--- src/rtl/seq_pkg.sv ---
// ============================================================================
//  Module   : seq_pkg
//  Purpose  : Shared state encodings, trap causes and opcode constants for
//             the instruction sequencer.
//  Revision : 1.0  initial release
// ============================================================================
`default_nettype none

package seq_pkg;

    typedef logic [2:0] state_t;

    localparam state_t ST_IDLE   = 3'd0;
    localparam state_t ST_FETCH  = 3'd1;
    localparam state_t ST_DECODE = 3'd2;
    localparam state_t ST_EXEC   = 3'd3;
    localparam state_t ST_MEM    = 3'd4;
    localparam state_t ST_WB     = 3'd5;
    localparam state_t ST_TRAP   = 3'd6;

    localparam logic [1:0] CAUSE_NONE    = 2'd0;
    localparam logic [1:0] CAUSE_ILLEGAL = 2'd1;
    localparam logic [1:0] CAUSE_IMEM_TO = 2'd2;
    localparam logic [1:0] CAUSE_DMEM_TO = 2'd3;

    localparam logic [6:0] OP_INVALID = 7'd0;

endpackage

`default_nettype wire

--- src/rtl/seq_timeout.sv ---
// ============================================================================
//  Module   : seq_timeout
//  Purpose  : 8-bit memory-handshake wait counter; o_expired flags the last
//             permitted wait cycle so the caller can trap on that edge.
//  Revision : 1.0  initial release
// ============================================================================
`default_nettype none

module seq_timeout #(
    parameter int MEM_TIMEOUT = 15
) (
    input  logic clk,
    input  logic rst_n,
    input  logic i_clr,
    input  logic i_en,
    output logic o_expired
);

    localparam logic [7:0] c_limit = 8'(MEM_TIMEOUT - 1);

    logic [7:0] r_count;

    always_ff @(posedge clk or negedge rst_n) begin
        if (!rst_n) begin
            r_count <= 8'd0;
        end else if (i_clr) begin
            r_count <= 8'd0;
        end else if (i_en) begin
            r_count <= r_count + 8'd1;
        end
    end

    // The count reaches MEM_TIMEOUT on the edge where this is high.
    assign o_expired = i_en && (r_count == c_limit);

endmodule

`default_nettype wire

--- src/rtl/instr_sequencer.sv ---
// ============================================================================
//  Module   : instr_sequencer
//  Purpose  : Multi-cycle fetch/decode/execute/memory/writeback control FSM.
//             SEQ_PERF_CNT_EN adds perf_retired / perf_stall counters.
//  Revision : 1.0  initial release
// ============================================================================
`default_nettype none

module instr_sequencer
    import seq_pkg::*;
#(
    parameter int              XLEN        = 32,
    parameter logic [XLEN-1:0] RESET_PC    = '0,
    parameter int              MEM_TIMEOUT = 15
) (
    input  logic            clk,
    input  logic            rst_n,
    input  logic            run,
    input  logic            trap_clr,
    output logic            imem_req,
    output logic [XLEN-1:0] imem_addr,
    input  logic            imem_ack,
    input  logic [31:0]     imem_rdata,
    output logic [31:0]     instr,
    input  logic            i_type,
    input  logic            b_type,
    input  logic            l_type,
    input  logic            s_type,
    input  logic [6:0]      operation,
    input  logic [11:0]     imm,
    input  logic            branch_taken,
    output logic            alu_en,
    output logic            dmem_req,
    output logic            dmem_we,
    input  logic            dmem_ack,
    output logic            reg_we,
    output logic [XLEN-1:0] pc,
    output logic            retire,
    output logic            trap,
    output logic [1:0]      trap_cause,
    output logic [2:0]      state
`ifdef SEQ_PERF_CNT_EN
    ,
    output logic [31:0]     perf_retired,
    output logic [31:0]     perf_stall
`endif
);

    state_t          r_state;
    state_t          w_next_state;
    logic [XLEN-1:0] r_pc;
    logic [31:0]     r_instr;
    logic [1:0]      r_trap_cause;
    logic [1:0]      w_cause;
    logic            r_is_store;
    logic            r_retire;
    logic            w_complete;
    logic            w_wait;
    logic            w_expired;
    logic [XLEN-1:0] w_imm_off;
    logic [XLEN-1:0] w_pc_step;
    logic            w_unused;

    // ALU-class instructions need no special sequencing; the flag is informational.
    assign w_unused = i_type;

    assign w_wait = ((r_state == ST_FETCH) && !imem_ack) ||
                    ((r_state == ST_MEM)   && !dmem_ack);

    seq_timeout #(
        .MEM_TIMEOUT (MEM_TIMEOUT)
    ) u_timeout (
        .clk       (clk),
        .rst_n     (rst_n),
        .i_clr     (w_next_state != r_state),
        .i_en      (w_wait),
        .o_expired (w_expired)
    );

    always_comb begin
        w_next_state = r_state;
        w_cause      = CAUSE_NONE;
        w_complete   = 1'b0;
        case (r_state)
            ST_IDLE:   if (run) w_next_state = ST_FETCH;
            ST_FETCH: begin
                if (imem_ack) begin
                    w_next_state = ST_DECODE;
                end else if (w_expired) begin
                    w_next_state = ST_TRAP;
                    w_cause      = CAUSE_IMEM_TO;
                end
            end
            ST_DECODE: begin
                if (operation == OP_INVALID) begin
                    w_next_state = ST_TRAP;
                    w_cause      = CAUSE_ILLEGAL;
                end else begin
                    w_next_state = ST_EXEC;
                end
            end
            ST_EXEC: begin
                if (l_type || s_type) w_next_state = ST_MEM;
                else if (b_type)      w_complete   = 1'b1;
                else                  w_next_state = ST_WB;
            end
            ST_MEM: begin
                if (dmem_ack) begin
                    if (r_is_store) w_complete   = 1'b1;
                    else            w_next_state = ST_WB;
                end else if (w_expired) begin
                    w_next_state = ST_TRAP;
                    w_cause      = CAUSE_DMEM_TO;
                end
            end
            ST_WB:     w_complete = 1'b1;
            ST_TRAP:   if (trap_clr) w_next_state = ST_IDLE;
            default:   w_next_state = ST_IDLE;
        endcase
        if (w_complete) w_next_state = run ? ST_FETCH : ST_IDLE;
    end

    // Branch offset is in halfwords: sign-extend then shift left by one.
    assign w_imm_off = {{(XLEN-13){imm[11]}}, imm, 1'b0};
    assign w_pc_step = ((r_state == ST_EXEC) && branch_taken) ? w_imm_off : XLEN'(4);

    always_ff @(posedge clk or negedge rst_n) begin
        if (!rst_n) begin
            r_state      <= ST_IDLE;
            r_pc         <= RESET_PC;
            r_instr      <= 32'd0;
            r_trap_cause <= CAUSE_NONE;
            r_is_store   <= 1'b0;
            r_retire     <= 1'b0;
        end else begin
            r_state  <= w_next_state;
            r_retire <= w_complete;
            if ((r_state == ST_FETCH) && imem_ack) r_instr <= imem_rdata;
            if (r_state == ST_EXEC) r_is_store <= s_type;
            if (w_complete) begin
                r_pc <= r_pc + w_pc_step;
            end else if ((r_state == ST_TRAP) && trap_clr) begin
                r_pc <= RESET_PC;
            end
            if (r_state == ST_TRAP) begin
                if (trap_clr) r_trap_cause <= CAUSE_NONE;
            end else if (w_next_state == ST_TRAP) begin
                r_trap_cause <= w_cause;
            end
        end
    end

`ifdef SEQ_PERF_CNT_EN
    logic [31:0] r_perf_retired;
    logic [31:0] r_perf_stall;

    // Neither event can occur in TRAP, so both counters freeze there.
    always_ff @(posedge clk or negedge rst_n) begin
        if (!rst_n) begin
            r_perf_retired <= 32'd0;
            r_perf_stall   <= 32'd0;
        end else begin
            if (w_complete) r_perf_retired <= r_perf_retired + 32'd1;
            if (w_wait)     r_perf_stall   <= r_perf_stall + 32'd1;
        end
    end

    assign perf_retired = r_perf_retired;
    assign perf_stall   = r_perf_stall;
`endif

    assign imem_req   = (r_state == ST_FETCH);
    assign imem_addr  = r_pc;
    assign instr      = r_instr;
    assign alu_en     = (r_state == ST_EXEC);
    assign dmem_req   = (r_state == ST_MEM);
    assign dmem_we    = (r_state == ST_MEM) && r_is_store;
    assign reg_we     = (r_state == ST_WB);
    assign pc         = r_pc;
    assign retire     = r_retire;
    assign trap       = (r_state == ST_TRAP);
    assign trap_cause = r_trap_cause;
    assign state      = r_state;

endmodule

`default_nettype wire

--- config.mk ---
export PLATFORM = sky130hd
export DESIGN_NAME = instr_sequencer
export DESIGN_NICKNAME = d
export VERILOG_FILES = /design/src/rtl/seq_pkg.sv /design/src/rtl/seq_timeout.sv /design/src/rtl/instr_sequencer.sv
export SDC_FILE = /design/constraint.sdc
export NUM_CORES = 1
export LEC_CHECK = 0
export BUFFER_PORTS_ARGS = -buffer_cell sky130_fd_sc_hd__buf_2
export CAP_MARGIN = 20
export CORE_ASPECT_RATIO = 0.8
export CORE_UTILIZATION = 50
export DETAILED_ROUTE_END_ITERATION = 10
export GPL_TIMING_DRIVEN = 0
export PLACE_DENSITY_LB_ADDON = 0.05
export SETUP_SLACK_MARGIN = 0.05
export SYNTH_ARGS = -nofsm -noshare
export SYNTH_HDL_FRONTEND = slang
export SYNTH_SLANG_ARGS = --single-unit
--- constraint.sdc ---
create_clock -name clk -period 4.6 [get_ports clk]
set_clock_uncertainty 0.2 [all_clocks]
set_input_delay 0.69 -clock clk [delete_from_list [all_inputs] [get_ports clk]]
set_output_delay 0.69 -clock clk [all_outputs]
set_load 0.01 [all_outputs]
==> flow_summary.ini <==
[clock_network]
cts_max_path_buffers = 2
number_of_levels_the_h_tree_was_split_into = 3
post_cts_buffers = 0
tritoncts_clock_tree = done
cts.clk_slew.worst_paths_ns = 0.07
cts-hold-fix-buffers = 0
tritoncts.num_buffers = 9
insertion_delay_ns = 0.34
clock_sink_count = 78
clock-root-buffer = sky130_fd_sc_hd__clkbuf_16
cts_resized = 0

[setup_path]
start_of_the_worst_register_to_register_path = state[2]$_DFF_PN0_
cp.required_ns = 4.66
critPathLaunchType = register
buffers_inverters_on_critical_path = 2
reg2reg_depth = 13
setup.worst_path.start = state[2]$_DFF_PN0_
crit_slowest_cell = sky130_fd_sc_hd__a221oi_2
critical_path_peak_fanout = 10
cp_top_family = compound AO/OA/AOI/OAI gates
crit_end = imem_addr[21]$_DFFE_PN0P_
r2r-end = imem_addr[21]$_DFFE_PN0P_
timing.critical_path.slowest_cell_delay_ns = 0.68
timing.critical_path.arrival_ns = 3.94
crit_type = register to register
worst_setup_path_end_kind = register
timing.reg2reg.setup_slack_ns = 0.71
crit_chain = nand3b_4 > inv_2 > clkbuf_1 > and3_1 > ha_1 > a21o_1 > a21oi_2 > nand2_1 > a221oi_2 > nor3b_1 > o21ai_0 > a21oi_1 > o22ai_1
crit_cells = 13

[pwr]
total_leakage_power_nw = 3.34
power.internal_w = 0.00223
power.density_nw_per_um2 = 578
comb_power_share_pct = 49.8
vdd.ir_drop.worst_v = 0.000398
p_sw_share_pct = 41.2
p_clk_share_pct = 19.8
switchingPower_w = 0.00156
power_frac_seq_pct = 30.4

[route]
route.detailed.drc = 0
wl_per_cell_um = 16.3
num_vias = 5073
drt_iter0_markers = 423
firstDrtPassIters = 6
number_of_nets_with_antenna_violations_after_detailed_routing = 0
postRouteWirelength_um = 14500
viasPerCell = 5.71

[global_routing]
global_route_wire_length_before_repair_um = 22600
global_router_s_overall_resource_usage_pct = 27.0
number_of_global_route_vias_before_repair = 4514
overflow_left_after_global_routing = 0
grt_max_degree = 57
antenna_found_initial = 0

[yosys]
yosys_warnings = 0
netlist_instances = 569
synth-async-reset-ratio_pct = 100
synth_edf_count = 0
synth-main-ff-cell = sky130_fd_sc_hd__dfrtp_1
netlist_top_cells_count = 78 x sky130_fd_sc_hd__dfrtp_1, 61 x sky130_fd_sc_hd__nand2_1, 34 x sky130_fd_sc_hd__a21oi_1, 34 x sky130_fd_sc_hd__buf_4, 32 x sky130_fd_sc_hd__mux2_2
post-synth-top-area-fraction_pct = 37.5
synthesis.area_per_instance_um2 = 9.16
synth_area_leader_cell = sky130_fd_sc_hd__dfrtp_1
most_numerous_cell_in_the_yosys_netlist = sky130_fd_sc_hd__dfrtp_1
yosys_register_bits = 78
synth_area_um2 = 5210
synth_seq_area_share_pct = 37.5
synth_top_cells_by_area = sky130_fd_sc_hd__dfrtp_1 37%, sky130_fd_sc_hd__mux2_2 6.9%, sky130_fd_sc_hd__buf_4 4.9%
distinct_cell_type_count_after_synthesis = 75

[final_layout]
fin_cells = 889
finish.net_count = 826
area_growth_syn_to_layout_pct = 26.0
final_design_area_no_fill_um2 = 6560
insertedDiodeCount = 0
final_core_utilization_pct = 66.4
layout-drive-gt1-share_pct = 37.6

[run]
drv.max_cap_violation_count = 0

[sta]
worst-slew-pin-transition_ns = 0.764
setup_tns_ns = 0
finalWorstPathRequiredPeriod_ns = 3.89
final.period_utilization_pct = 84.5
slew-limit-headroom_pct = 49.1
slew_violations = 0
finalWorstSetupSlack_ns = 0.715
timing.fmax_mhz = 257
rsz0062_at_grt = no
setup_violations = 0
hold_viol = 0

[placement]
placed_area_um2 = 6250
post-place-cells = 873
io_buffers = 166
gp_routability_congestion = 0.923
hpwl_um = 10800
dp_slack_ns = 0.445

[floorplan]
placement_rows = 32
dieArea_um2 = 10800
fp.dieW_um = 116
start_util_pct = 52.7
chipHeight_um = 93.3
io_pins = 170
core-area_um2 = 9890

[worst_hold_path]
min-delay-path-class = primary input to asynchronous set/reset pin

[status]
outcome = complete, no violations
## final cells by class
class | instances | area [µm²]
inverter | 17 | 63.8
buffer | 62 | 393
sequential | 78 | 1950
clock buffer | 11 | 253
multi-input combinational | 413 | 2810
tap | 136 | 170
fill | 847 | 3330
clock inverter | 5 | 65.1
timing repair buffer | 167 | 861
## routing by layer
metal / GRT usage, % / vias to the layer above / routed length (µm)
li1: - / 2394 / -
met1: 37.1 / 2431 / 6480
met3: 4.99 / 17 / 1110
met4: 7.80 / 0 / 210
met2: 43.2 / 231 / 6660
met5: 0 / - / 0
## metrics by stage
step	hold slack (ns)	total power, W
after floorplan	0.194	0.00236
after global placement	0.259	0.00298
after detailed placement	0.266	0.00302
final	0.0477	0.00379
after CTS	0.0602	0.00379
after global routing	0.0762	0.00402
## power by group through the flow
stage | Combinational (W) | Clock (W) | Sequential (W)
5_1_grt | 0.00205 | 0.000786 | 0.00118
6_report | 0.00189 | 0.000751 | 0.00115
2_1_floorplan | 0.00112 | 0 | 0.00123
3_3_place_gp | 0.00184 | 0 | 0.00114
4_1_cts | 0.00188 | 0.000766 | 0.00115
3_5_place_dp | 0.00187 | 0 | 0.00116
## sequential cells by signal, indices dropped and copies added (netlist names)
| name | flops |
|---|---|
| r_is_store | 1 |
| retire | 1 |
| u_timeout.r_count | 8 |
| trap_cause | 2 |
| imem_addr | 31 |
| state | 3 |
| instr | 32 |
## how the worst min path moves through the flow
stage,to,slack (ns),cells past startpoint
CTS,u_timeout.r_count[7]$_DFFE_PN0P_,0.06,1
floorplan,imem_addr[10]$_DFFE_PN0P_,0.19,0
detailed placement,trap_cause[1]$_DFFE_PN0P_,0.27,1
global route,u_timeout.r_count[7]$_DFFE_PN0P_,0.08,1
finish,u_timeout.r_count[7]$_DFFE_PN0P_,0.05,1
global placement,trap_cause[1]$_DFFE_PN0P_,0.26,1
## cells in the final DEF, fill, tap and decap left out, types with 12 or more instances in the layout
cell,netlist,layout
sky130_fd_sc_hd__clkbuf_1,13,13
sky130_fd_sc_hd__nand2_1,61,61
sky130_fd_sc_hd__buf_4,34,35
sky130_fd_sc_hd__ha_1,15,15
sky130_fd_sc_hd__nor2_1,29,29
sky130_fd_sc_hd__and3_1,18,18
sky130_fd_sc_hd__mux2_2,32,32
sky130_fd_sc_hd__nor3_1,17,17
sky130_fd_sc_hd__inv_1,14,14
sky130_fd_sc_hd__and2_1,12,12
sky130_fd_sc_hd__o21ai_0,27,27
sky130_fd_sc_hd__dfrtp_1,78,78
sky130_fd_sc_hd__xnor2_1,12,12
sky130_fd_sc_hd__a21oi_1,34,34
sky130_fd_sc_hd__buf_2,8,173
sky130_fd_sc_hd__nand3_1,12,12
## cell families after synthesis
| logic type | after synthesis | synth area share, % |
|---|---|---|
| xor+xnor | 20 | 3.36 |
| buf+inv | 79 | 8.76 |
| simple gates | 206 | 21.2 |
| fa+ha+maj | 16 | 3.99 |
| flops | 78 | 37.5 |
| mux | 37 | 7.88 |
| compound gates | 132 | 17.3 |
| other cells | 1 | 0.0720 |
## worst reg2reg max path, stage by stage (launching register included)
cell and delay (ns):
sky130_fd_sc_hd__dfrtp_1 0.43, sky130_fd_sc_hd__nand3b_4 0.23, sky130_fd_sc_hd__inv_2 0.16, sky130_fd_sc_hd__clkbuf_1 0.36
sky130_fd_sc_hd__and3_1 0.22, sky130_fd_sc_hd__ha_1 0.29, sky130_fd_sc_hd__a21o_1 0.23, sky130_fd_sc_hd__a21oi_2 0.15
sky130_fd_sc_hd__nand2_1 0.12, sky130_fd_sc_hd__a221oi_2 0.68, sky130_fd_sc_hd__nor3b_1 0.17, sky130_fd_sc_hd__o21ai_0 0.27
sky130_fd_sc_hd__a21oi_1 0.11, sky130_fd_sc_hd__o22ai_1 0.18
Power figures use the tool's default switching activity.
